[src/rtl/onoff_cmd_driver.sv]
// Command-side driver for the ON/OFF J/K follower: pulses j/k, watches status, retries on timeout.
// Optional build macro ONOFF_STATUS_SYNC_EN inserts a 2-flop synchronizer on status_i.
module onoff_cmd_driver #(
   parameter int unsigned TIMEOUT = 8,
   parameter int unsigned RETRIES = 2
) (
   input  logic clk_i,
   input  logic rst_ni,
   input  logic req_valid_i,
   input  logic req_on_i,
   output logic req_ready_o,
   input  logic status_i,
   output logic j_o,
   output logic k_o,
   output logic busy_o,
   output logic done_o,
   output logic err_o
);

   localparam int unsigned TimerW = ($clog2(TIMEOUT + 1) > 1) ? $clog2(TIMEOUT + 1) : 1;
   localparam int unsigned RetryW = ($clog2(RETRIES + 1) > 1) ? $clog2(RETRIES + 1) : 1;

   typedef enum logic [2:0] {
      S_IDLE,
      S_DRIVE,
      S_WAIT,
      S_DONE,
      S_ERR
   } state_e;

   state_e              state_q, state_d;
   logic                target_q, target_d;
   logic [TimerW-1:0]   timer_q, timer_d;
   logic [RetryW-1:0]   retry_q, retry_d;
   logic                req_ready_q, req_ready_d;
   logic                busy_q, busy_d;
   logic                j_q, j_d;
   logic                k_q, k_d;
   logic                done_q, done_d;
   logic                err_q, err_d;
   logic                status_s;

`ifdef ONOFF_STATUS_SYNC_EN
   logic [1:0] sync_q;

   // Two-stage synchronizer for an asynchronous follower.
   always_ff @(posedge clk_i or negedge rst_ni) begin
      if (!rst_ni) begin
         sync_q <= 2'b00;
      end else begin
         sync_q <= {sync_q[0], status_i};
      end
   end

   assign status_s = sync_q[1];
`else
   assign status_s = status_i;
`endif

   // Next-state and next-output logic; outputs registered from the next state.
   always_comb begin
      state_d     = state_q;
      target_d    = target_q;
      timer_d     = timer_q;
      retry_d     = retry_q;
      req_ready_d = 1'b0;
      busy_d      = 1'b0;
      j_d         = 1'b0;
      k_d         = 1'b0;
      done_d      = 1'b0;
      err_d       = 1'b0;

      unique case (state_q)
         S_IDLE: begin
            if (req_valid_i) begin
               target_d = req_on_i;
               retry_d  = '0;
               state_d  = (status_s == req_on_i) ? S_DONE : S_DRIVE;
            end
         end
         S_DRIVE: begin
            timer_d = TimerW'(TIMEOUT - 1);
            state_d = S_WAIT;
         end
         S_WAIT: begin
            // A match wins over timer expiry in the same cycle.
            if (status_s == target_q) begin
               state_d = S_DONE;
            end else if (timer_q != '0) begin
               timer_d = timer_q - TimerW'(1);
            end else if (retry_q < RetryW'(RETRIES)) begin
               retry_d = retry_q + RetryW'(1);
               state_d = S_DRIVE;
            end else begin
               state_d = S_ERR;
            end
         end
         S_DONE:  state_d = S_IDLE;
         S_ERR:   state_d = S_IDLE;
         default: state_d = S_IDLE;
      endcase

      req_ready_d = (state_d == S_IDLE);
      busy_d      = (state_d != S_IDLE);
      j_d         = (state_d == S_DRIVE) &&  target_d;
      k_d         = (state_d == S_DRIVE) && !target_d;
      done_d      = (state_d == S_DONE);
      err_d       = (state_d == S_ERR);
   end

   always_ff @(posedge clk_i or negedge rst_ni) begin
      if (!rst_ni) begin
         state_q     <= S_IDLE;
         target_q    <= 1'b0;
         timer_q     <= '0;
         retry_q     <= '0;
         req_ready_q <= 1'b1;
         busy_q      <= 1'b0;
         j_q         <= 1'b0;
         k_q         <= 1'b0;
         done_q      <= 1'b0;
         err_q       <= 1'b0;
      end else begin
         state_q     <= state_d;
         target_q    <= target_d;
         timer_q     <= timer_d;
         retry_q     <= retry_d;
         req_ready_q <= req_ready_d;
         busy_q      <= busy_d;
         j_q         <= j_d;
         k_q         <= k_d;
         done_q      <= done_d;
         err_q       <= err_d;
      end
   end

   assign req_ready_o = req_ready_q;
   assign busy_o      = busy_q;
   assign j_o         = j_q;
   assign k_o         = k_q;
   assign done_o      = done_q;
   assign err_o       = err_q;

endmodule

[config.mk]
export PLATFORM = sky130hd
export DESIGN_NAME = onoff_cmd_driver
export DESIGN_NICKNAME = d
export VERILOG_FILES = /design/src/rtl/onoff_cmd_driver.sv
export SDC_FILE = /design/constraint.sdc
export NUM_CORES = 1
export LEC_CHECK = 0
export CELL_PAD_IN_SITES_DETAIL_PLACEMENT = 1
export CELL_PAD_IN_SITES_GLOBAL_PLACEMENT = 2
export CORE_MARGIN = 2
export CORE_UTILIZATION = 35
export CTS_CLUSTER_SIZE = 16
export DETAILED_ROUTE_END_ITERATION = 6
export PLACE_DENSITY_LB_ADDON = 0.1
export SYNTH_ARGS = -nofsm -noshare
export SYNTH_HDL_FRONTEND = slang
export SYNTH_SLANG_ARGS = --single-unit
[constraint.sdc]
create_clock -name clk_i -period 2.7 [get_ports clk_i]
set_input_delay 0.405 -clock clk_i [delete_from_list [all_inputs] [get_ports clk_i]]
set_output_delay 0.405 -clock clk_i [all_outputs]
set_load 0.005 [all_outputs]
==> results of run 1 <==
## power groups by stage
stage | Combinational [mW] | Clock, mW | Sequential [mW]
after floorplan | 0.279 | 0 | 0.347
after global placement | 0.391 | 0 | 0.352
after detailed placement | 0.399 | 0 | 0.354
after CTS | 0.402 | 0.135 | 0.349
after global routing | 0.451 | 0.144 | 0.358
final | 0.393 | 0.129 | 0.347
## area by class of cell
type / instances / area (µm²) / area share
flip-flops and latches: 16 / 402 / 0.437
multi-input cells: 49 / 332 / 0.361
repair buffers: 11 / 108 / 0.117
well taps: 27 / 33.8 / 0.0367
clock buffers: 4 / 26.3 / 0.0286
inverters: 5 / 18.8 / 0.0204
## metal layers
layer | up-vias | track usage
li1 | 288 | -
met5 | - | 0
met1 | 261 | 0.194
met4 | 0 | 0.0135
met2 | 9 | 0.237
met3 | 0 | 0.0714
## through the flow
step	total power, mW	cell area (µm²)	setup slack [ns]	cells
after floorplan	0.627	763	1.04	71
after global placement	0.744	893	0.666	108
after detailed placement	0.753	893	0.565	108
after CTS	0.885	920	0.748	112
after global routing	0.952	920	0.556	112
final	0.869	920	0.755	112
## worst max-delay path by stage
| stage | endpoint | startpoint | cells past startpoint |
|---|---|---|---|
| finish | timer_q[3] | timer_q[0] | 6 |
| global route | timer_q[3] | timer_q[0] | 6 |
| CTS | timer_q[3] | timer_q[0] | 6 |
| detailed placement | j_o | status_i | 6 |
| global placement | j_o | status_i | 6 |
| floorplan | timer_q[3] | timer_q[0] | 6 |
## layout by cell type (no fill, tap or decap), types with 2 or more instances in the layout
cell	Yosys	routed
sky130_fd_sc_hd__o21a_1	2	2
sky130_fd_sc_hd__clkbuf_4	0	3
sky130_fd_sc_hd__dfrtp_1	15	15
sky130_fd_sc_hd__o21ai_1	3	3
sky130_fd_sc_hd__a21oi_1	3	3
sky130_fd_sc_hd__a31oi_1	2	2
sky130_fd_sc_hd__and4_1	3	3
sky130_fd_sc_hd__nor2_1	3	3
sky130_fd_sc_hd__and2_1	2	2
sky130_fd_sc_hd__nor3b_2	2	2
sky130_fd_sc_hd__clkdlybuf4s50_1	0	10
sky130_fd_sc_hd__or4b_1	2	2
sky130_fd_sc_hd__inv_1	4	4
sky130_fd_sc_hd__nor3_1	3	3
sky130_fd_sc_hd__nand2_1	8	8
## flip-flops by register name, indices dropped and copies added (netlist names)
signal       cells
err_o            1
busy_o           1
j_o              1
req_ready_o      1
retry_q          2
k_o              1
done_o           1
timer_q          4
target_q         1
state_q          3
## cells by family after synthesis
logic type                 count (synthesis)  share of synthesized area
buffers and inverters                      6                     0.0393
and+or+nand+nor                           34                      0.305
DFF                                       16                      0.526
adders and majority gates                  1                     0.0164
AOI/OAI and AO/OA                         13                      0.102
xor gates and xnor gates                   1                     0.0115
==> Flow_metrics.wiki, run 1 <==
{| class="wikitable"
! Metric !! Value
|-
| Count of buffers from port buffering || 10
|-
| Final cycle utilization of the critical path || 0.720
|-
| Buffers from clock root to sink, at most || 2
|-
| Endpoint of the worst-slack reg-to-reg timing path || timer_q[3]
|-
| TritonCTS clock tree || yes
|-
| Initial core utilization || 0.381
|-
| Number of buffers added by the clock tree synthesis step || 3
|-
| Switching power of the nets || 0.322 mW
|-
| Cells on worst reg2reg path || 6
|-
| Worst setup EP type || register
|-
| Total die area || between 0.002 and 0.003 mm²
|-
| Number of antenna diodes || 0
|-
| Largest fanout of any net on the critical path || 6
|-
| Count of fill cells added during filler insertion || 236
|-
| Post-synthesis async set-or-reset flop share || 1.00
|-
| Clock network latency to the later pin of the worst-skew pair || 0.29 ns
|-
| Hold Startpoint || retry_q[0]
|-
| End point of the worst hold path || retry_q[0]
|-
| Clk slew on worst S/H paths || approximately 0.1 ns
|-
| Overall via count from detail_route || approximately 560
|-
| Hold depth || 1
|-
| Synth top area share || 0.492
|-
| Setup bufs post-CTS || 0
|-
| Via-to-Cell Ratio || 4.98
|-
| Gr usage total || 0.150
|-
| Antenna violations before repair || 0
|-
| Highest metal layer used by the detailed router || met3
|-
| Transition time of the tightest slew-check pin || just under 0.7 ns
|-
| Netlist Area Pre-Place || between 700 and 800 µm²
|-
| Max Cap Viol || 0
|-
| Min-delay worst type || register to register
|-
| Leakage power || a little under 0.4 nW
|-
| Number of routed nets with antenna violations || 0
|-
| Total congestion overflow after global routing || 0
|-
| Gate count of the mapped netlist || 71
|-
| Floorplan row count || 16
|-
| Part of the total power dissipated in sequential elements || 0.399
|-
| Worst hold-check slack || 0.503 ns
|-
| Wire length of the first global-routing pass || 2820 µm
|-
| DRC violations left || 0
|-
| Proportion of synthesized chip area in sequential cells || 0.526
|-
| Routed length per instance || approximately 14 µm
|-
| Number of warnings issued by yosys || 0
|-
| Fraction of layout cells with a size suffix above 1 || 0.141
|-
| Met3 routed WL || approximately 75 µm
|-
| Area contributors post-synth || sky130_fd_sc_hd__dfrtp_1, sky130_fd_sc_hd__nand2_1, sky130_fd_sc_hd__dfstp_2
|-
| Total negative slack || 0 ns
|-
| Maximum achievable frequency || between 500 and 600 MHz
|-
| Routed wire length on met2 || ~740 µm
|-
| Switching share of total power || 0.370
|-
| Largest net degree at the start of global routing || 17
|-
| Number of distinct library cell variants in the gate-level netlist after synthesis || 32
|-
| Maximum VDD drop || ~570 µV
|-
| List of most frequent post-synthesis cells || sky130_fd_sc_hd__dfrtp_1, sky130_fd_sc_hd__nand2_1, sky130_fd_sc_hd__inv_1
|-
| Number of hold violations in the final report || 0
|-
| Area added between synthesis and finish || 20.5%
|-
| Setup repair after global routing missed its margin || no
|-
| Number of hold buffers added after CTS || 0
|-
| Clock share of power || 0.149
|-
| Core Box Area || around 0.002 mm²
|-
| Critical path's largest stage delay || 0.52 ns
|-
| Number of flops mapped to enable cells by yosys || 0
|-
| Power per cell area || roughly 940 mW/mm²
|-
| Detailed Route Iter0 Violations || 4
|-
| Via count of the first global-routing pass || 577
|-
| Internal power consumption || around 0.55 mW
|-
| Setup Crit Path Kind || register to register
|-
| Data required time of the worst path || around 2.9 ns
|-
| Comb power frac || 0.452
|-
| Yosys reg bits || 16
|-
| Top-count cell post-synth || sky130_fd_sc_hd__dfrtp_1
|-
| Final weighted congestion in routability-driven placement || 0.766
|-
| Run status || complete, no violations
|-
| Worst setup SP type || register
|-
| Max-slew headroom at the worst pin || 0.537
|-
| CP top delay family || simple AND/OR/NAND/NOR gates
|-
| Final setup viols || 0
|-
| Crit path time final || slightly below 2 ns
|-
| Half-perimeter wire length after detailed placement || between 1000 and 1500 µm
|-
| Met1 routed wirelength after detailed routing || 702 µm
|-
| Sum of buffers and inverters on the critical path || 1
|-
| Slew Limit Fails || 0
|-
| Clock Skews || around 0.018 ns
|-
| Number of clock sinks || 16
|-
| Horizontal die dimension || between 50 and 60 µm
|-
| Library cell contributing the largest single delay on the critical path || sky130_fd_sc_hd__nor3b_1
|-
| Number of H-tree levels || 1
|-
| Root Buffer || sky130_fd_sc_hd__clkbuf_4
|-
| Register-to-register setup slack || 0.76 ns
|-
| Start of the worst register-to-register path || timer_q[0]
|-
| Post-synth net total || between 70 and 80
|-
| Total Wirelength || around 1500 µm
|-
| Post-cts resize count || 0
|-
| First drt pass iteration count || 3
|-
| Post-Syn Area per Cell || around 11 µm²
|-
| Top-Level Pins || 11
|-
| Cell-by-cell trace of the critical path || inv_1 -> ha_1 -> nor3b_1 -> o21ai_1 -> and4_4 -> o21a_1
|-
| Vertical die dimension || a little over 50 µm
|-
| Post-synth top area cell || sky130_fd_sc_hd__dfrtp_1
|-
| Data arrival time of the worst path || 2.14 ns
|-
| Final cell utilization of the core || 0.459
|-
| Final net count || slightly above 90
|-
| Primary FF master, synth || sky130_fd_sc_hd__dfrtp_1
|}
Note: power is estimated with default switching activity, not from simulation.
==> run 2, diff against run 1 <==
--- a/config.mk
+++ b/config.mk
@@ -8,7 +8,7 @@
 export CELL_PAD_IN_SITES_DETAIL_PLACEMENT = 1
 export CELL_PAD_IN_SITES_GLOBAL_PLACEMENT = 2
 export CORE_MARGIN = 2
-export CORE_UTILIZATION = 35
+export CORE_UTILIZATION = 33
 export CTS_CLUSTER_SIZE = 16
 export DETAILED_ROUTE_END_ITERATION = 6
 export PLACE_DENSITY_LB_ADDON = 0.1
==> constraint.sdc (replaced) <==
create_clock -name clk_i -period 1.9 [get_ports clk_i]
set_input_delay 0.285 -clock clk_i [delete_from_list [all_inputs] [get_ports clk_i]]
set_output_delay 0.285 -clock clk_i [all_outputs]
set_load 0.005 [all_outputs]
==> run 2 against run 1 <==
Sequential power grew 41%. Worst setup slack lost 0.57 ns. Critical path depth is the same. Worst hold slack lost 0.19 ns. Fmax grew 14%. Clock skew shrank 0.016 ns. Wire length grew 6.8%.
==> Flow_metrics.wiki, run 2 (synthesis results as in run 1) <==
{| class="wikitable"
! Metric !! Value
|-
| Number of routed nets with antenna violations || 0 (unchanged)
|-
| Placed standard-cell area || 917 µm² (+2.7%)
|-
| Area added between synthesis and finish || 25.4%
|-
| Data required time of the worst path || 2.12 ns (-0.77 ns)
|-
| First drt pass iteration count || 1 (-2)
|-
| Overall via count from detail_route || 583 (+4.5%)
|-
| Final cycle utilization of the critical path || 0.901 (+0.181)
|-
| Number of antenna diodes || 0 (unchanged)
|-
| Commonest cells after routing, fill and taps aside || sky130_fd_sc_hd__dfrtp_1, sky130_fd_sc_hd__clkdlybuf4s50_1, sky130_fd_sc_hd__nand2_1, sky130_fd_sc_hd__inv_1, sky130_fd_sc_hd__buf_4
|-
| Worst setup margin || 0.187 ns (-0.568 ns)
|-
| Register-to-register setup slack || 0.19 ns (-0.57 ns)
|-
| Via count of the first global-routing pass || 589 (+2.1%)
|-
| Via-to-Cell Ratio || 5.03 (+0.88%)
|-
| Total congestion overflow after global routing || 0 (unchanged)
|-
| Half-perimeter wire length after detailed placement || 1290 µm (+6.1%)
|-
| Clock network latency to the later pin of the worst-skew pair || 0.28 ns (about the same)
|-
| Number of buffers added by the clock tree synthesis step || 3 (unchanged)
|-
| Fraction of layout cells with a size suffix above 1 || 0.193 (+0.0520)
|-
| DRC violations left || 0 (unchanged)
|-
| Max-slew headroom at the worst pin || 0.778 (+0.241)
|-
| Cells on worst reg2reg path || 6 (unchanged)
|-
| Horizontal die dimension || 52.1 µm (+2.8%)
|-
| Vertical die dimension || 52.1 µm (+2.8%)
|-
| Max reg flops || 4 (unchanged)
|-
| Placed Cells incl. Taps || 112 (+3.7%)
|-
| Registers with the highest flip-flop counts || timer_q: 4 flops, state_q: 3 flops, retry_q: 2 flops
|-
| Setup Crit Path Kind || register to register
|-
| Commonest non-fill, non-tap cell in the layout || sky130_fd_sc_hd__dfrtp_1
|-
| Post-cts resize count || 0 (unchanged)
|-
| Initial core utilization || 0.348 (-0.0329)
|-
| Number of hold violations in the final report || 0 (unchanged)
|-
| Total Wirelength || 1620 µm (+6.8%)
|-
| Max Cap Viol || 0 (unchanged)
|-
| Final weighted congestion in routability-driven placement || 0.719 (-6.2%)
|-
| Largest fanout of any net on the critical path || 4 (-2)
|-
| Worst hold-check slack || 0.310 ns (-0.193 ns)
|-
| Number of clock sinks || 16 (unchanged)
|-
| Pwr Total || 1.31 mW (+51%)
|-
| Slew Limit Fails || 0 (unchanged)
|-
| Setup bufs post-CTS || 0 (unchanged)
|-
| Total negative slack || 0 ns (unchanged)
|-
| Leakage power || 0.415 nW (+5.4%)
|-
| Buffers from clock root to sink, at most || 2 (unchanged)
|-
| Floorplan row count || 17 (+1)
|-
| Data arrival time of the worst path || 1.93 ns (-0.21 ns)
|-
| Crit path time final || 1.71 ns (-0.232 ns)
|-
| Worst setup SP type || register
|-
| Run status || complete, no violations
|-
| Number of H-tree levels || 1 (unchanged)
|-
| Wire length of the first global-routing pass || 2710 µm (-3.9%)
|-
| Routed length per instance || 14.0 µm (+3.1%)
|-
| Total die area || 0.00271 mm² (+5.6%)
|-
| Number of hold buffers added after CTS || 0 (unchanged)
|-
| TritonCTS clock tree || yes
|-
| Final cell utilization of the core || 0.437 (-0.0225)
|-
| Root Buffer || sky130_fd_sc_hd__clkbuf_4
|-
| Post-place setup slack || 0.0107 ns (-0.555 ns)
|-
| Final non-filler cell total || 116 (+3.6%)
|-
| Largest net degree at the start of global routing || 17 (unchanged)
|-
| Worst setup EP type || register
|-
| Summed area of non-filler cells in the final layout || 957 µm² (+4.1%)
|-
| Count of buffers from port buffering || 10 (unchanged)
|-
| Clk slew on worst S/H paths || 0.10 ns (about the same)
|-
| Antenna violations before repair || 0 (unchanged)
|-
| Core Box Area || 0.00219 mm² (+9.4%)
|-
| Reg with most FFs || timer_q
|-
| Final setup viols || 0 (unchanged)
|-
| Gr usage total || 0.141 (-0.00851)
|-
| Min-delay worst type || input pin to asynchronous set/reset pin
|-
| Maximum achievable frequency || 584 MHz (+14%)
|-
| Final net count || 95 (+3.3%)
|-
| Setup repair after global routing missed its margin || no
|-
| Detailed Route Iter0 Violations || 0 (-4)
|-
| Clock Skews || 0.00169 ns (-0.0163 ns)
|-
| Top-Level Pins || 11 (unchanged)
|-
| Maximum VDD drop || 689 µV (+21%)
|-
| Transition time of the tightest slew-check pin || 0.329 ns (-0.363 ns)
|-
| Power per cell area || 1370 mW/mm² (+45%)
|}
## run 2: changes by cell type in the layout (fill, tap and decap cells not counted), sizes merged
cell and change:
buf +3
## run 2: cell type report
| type | count | area (µm²) |
|---|---|---|
| repair buffers | 14 | 130 |
| fillers | 245 | 1230 |
| inverters | 5 | 18.8 |
| well taps | 28 | 35.0 |
| flip-flops and latches | 16 | 402 |
| multi-input cells | 49 | 335 |
| clock buffers | 4 | 36.3 |
## run 2: worst paths after layout
| kind | startpoint | endpoint |
|---|---|---|
| max | timer_q[0] | j_o |
| min | rst_ni | retry_q[1] |
| max reg2reg | timer_q[0] | j_o |
| min reg2reg | retry_q[0] | retry_q[0] |
| max in group asynchronous | rst_ni | req_ready_o |
| min in group clk_i | retry_q[0] | retry_q[0] |
## run 2: critical path: stages (launching register included)
cell and delay [ns]:
sky130_fd_sc_hd__dfrtp_1 0.39, sky130_fd_sc_hd__inv_1 0.09, sky130_fd_sc_hd__ha_1 0.22, sky130_fd_sc_hd__or4b_1 0.48, sky130_fd_sc_hd__a21oi_2 0.19, sky130_fd_sc_hd__nor2_1 0.11, sky130_fd_sc_hd__nor3b_2 0.17
## run 2: metal layers
metal  vias up  routed length (µm)  GRT usage
met3         2                  37     0.0374
met1       283                 778      0.179
met4         0                   8     0.0658
met2         4                 795      0.224
met5         -                   0          0
li1        294                   -          -
## run 2: power by group
part           leakage (nW)  internal (mW)  switching (mW)
registers             0.196          0.439          0.0521
clock network        0.0210          0.117           0.112
logic                 0.198          0.275           0.319
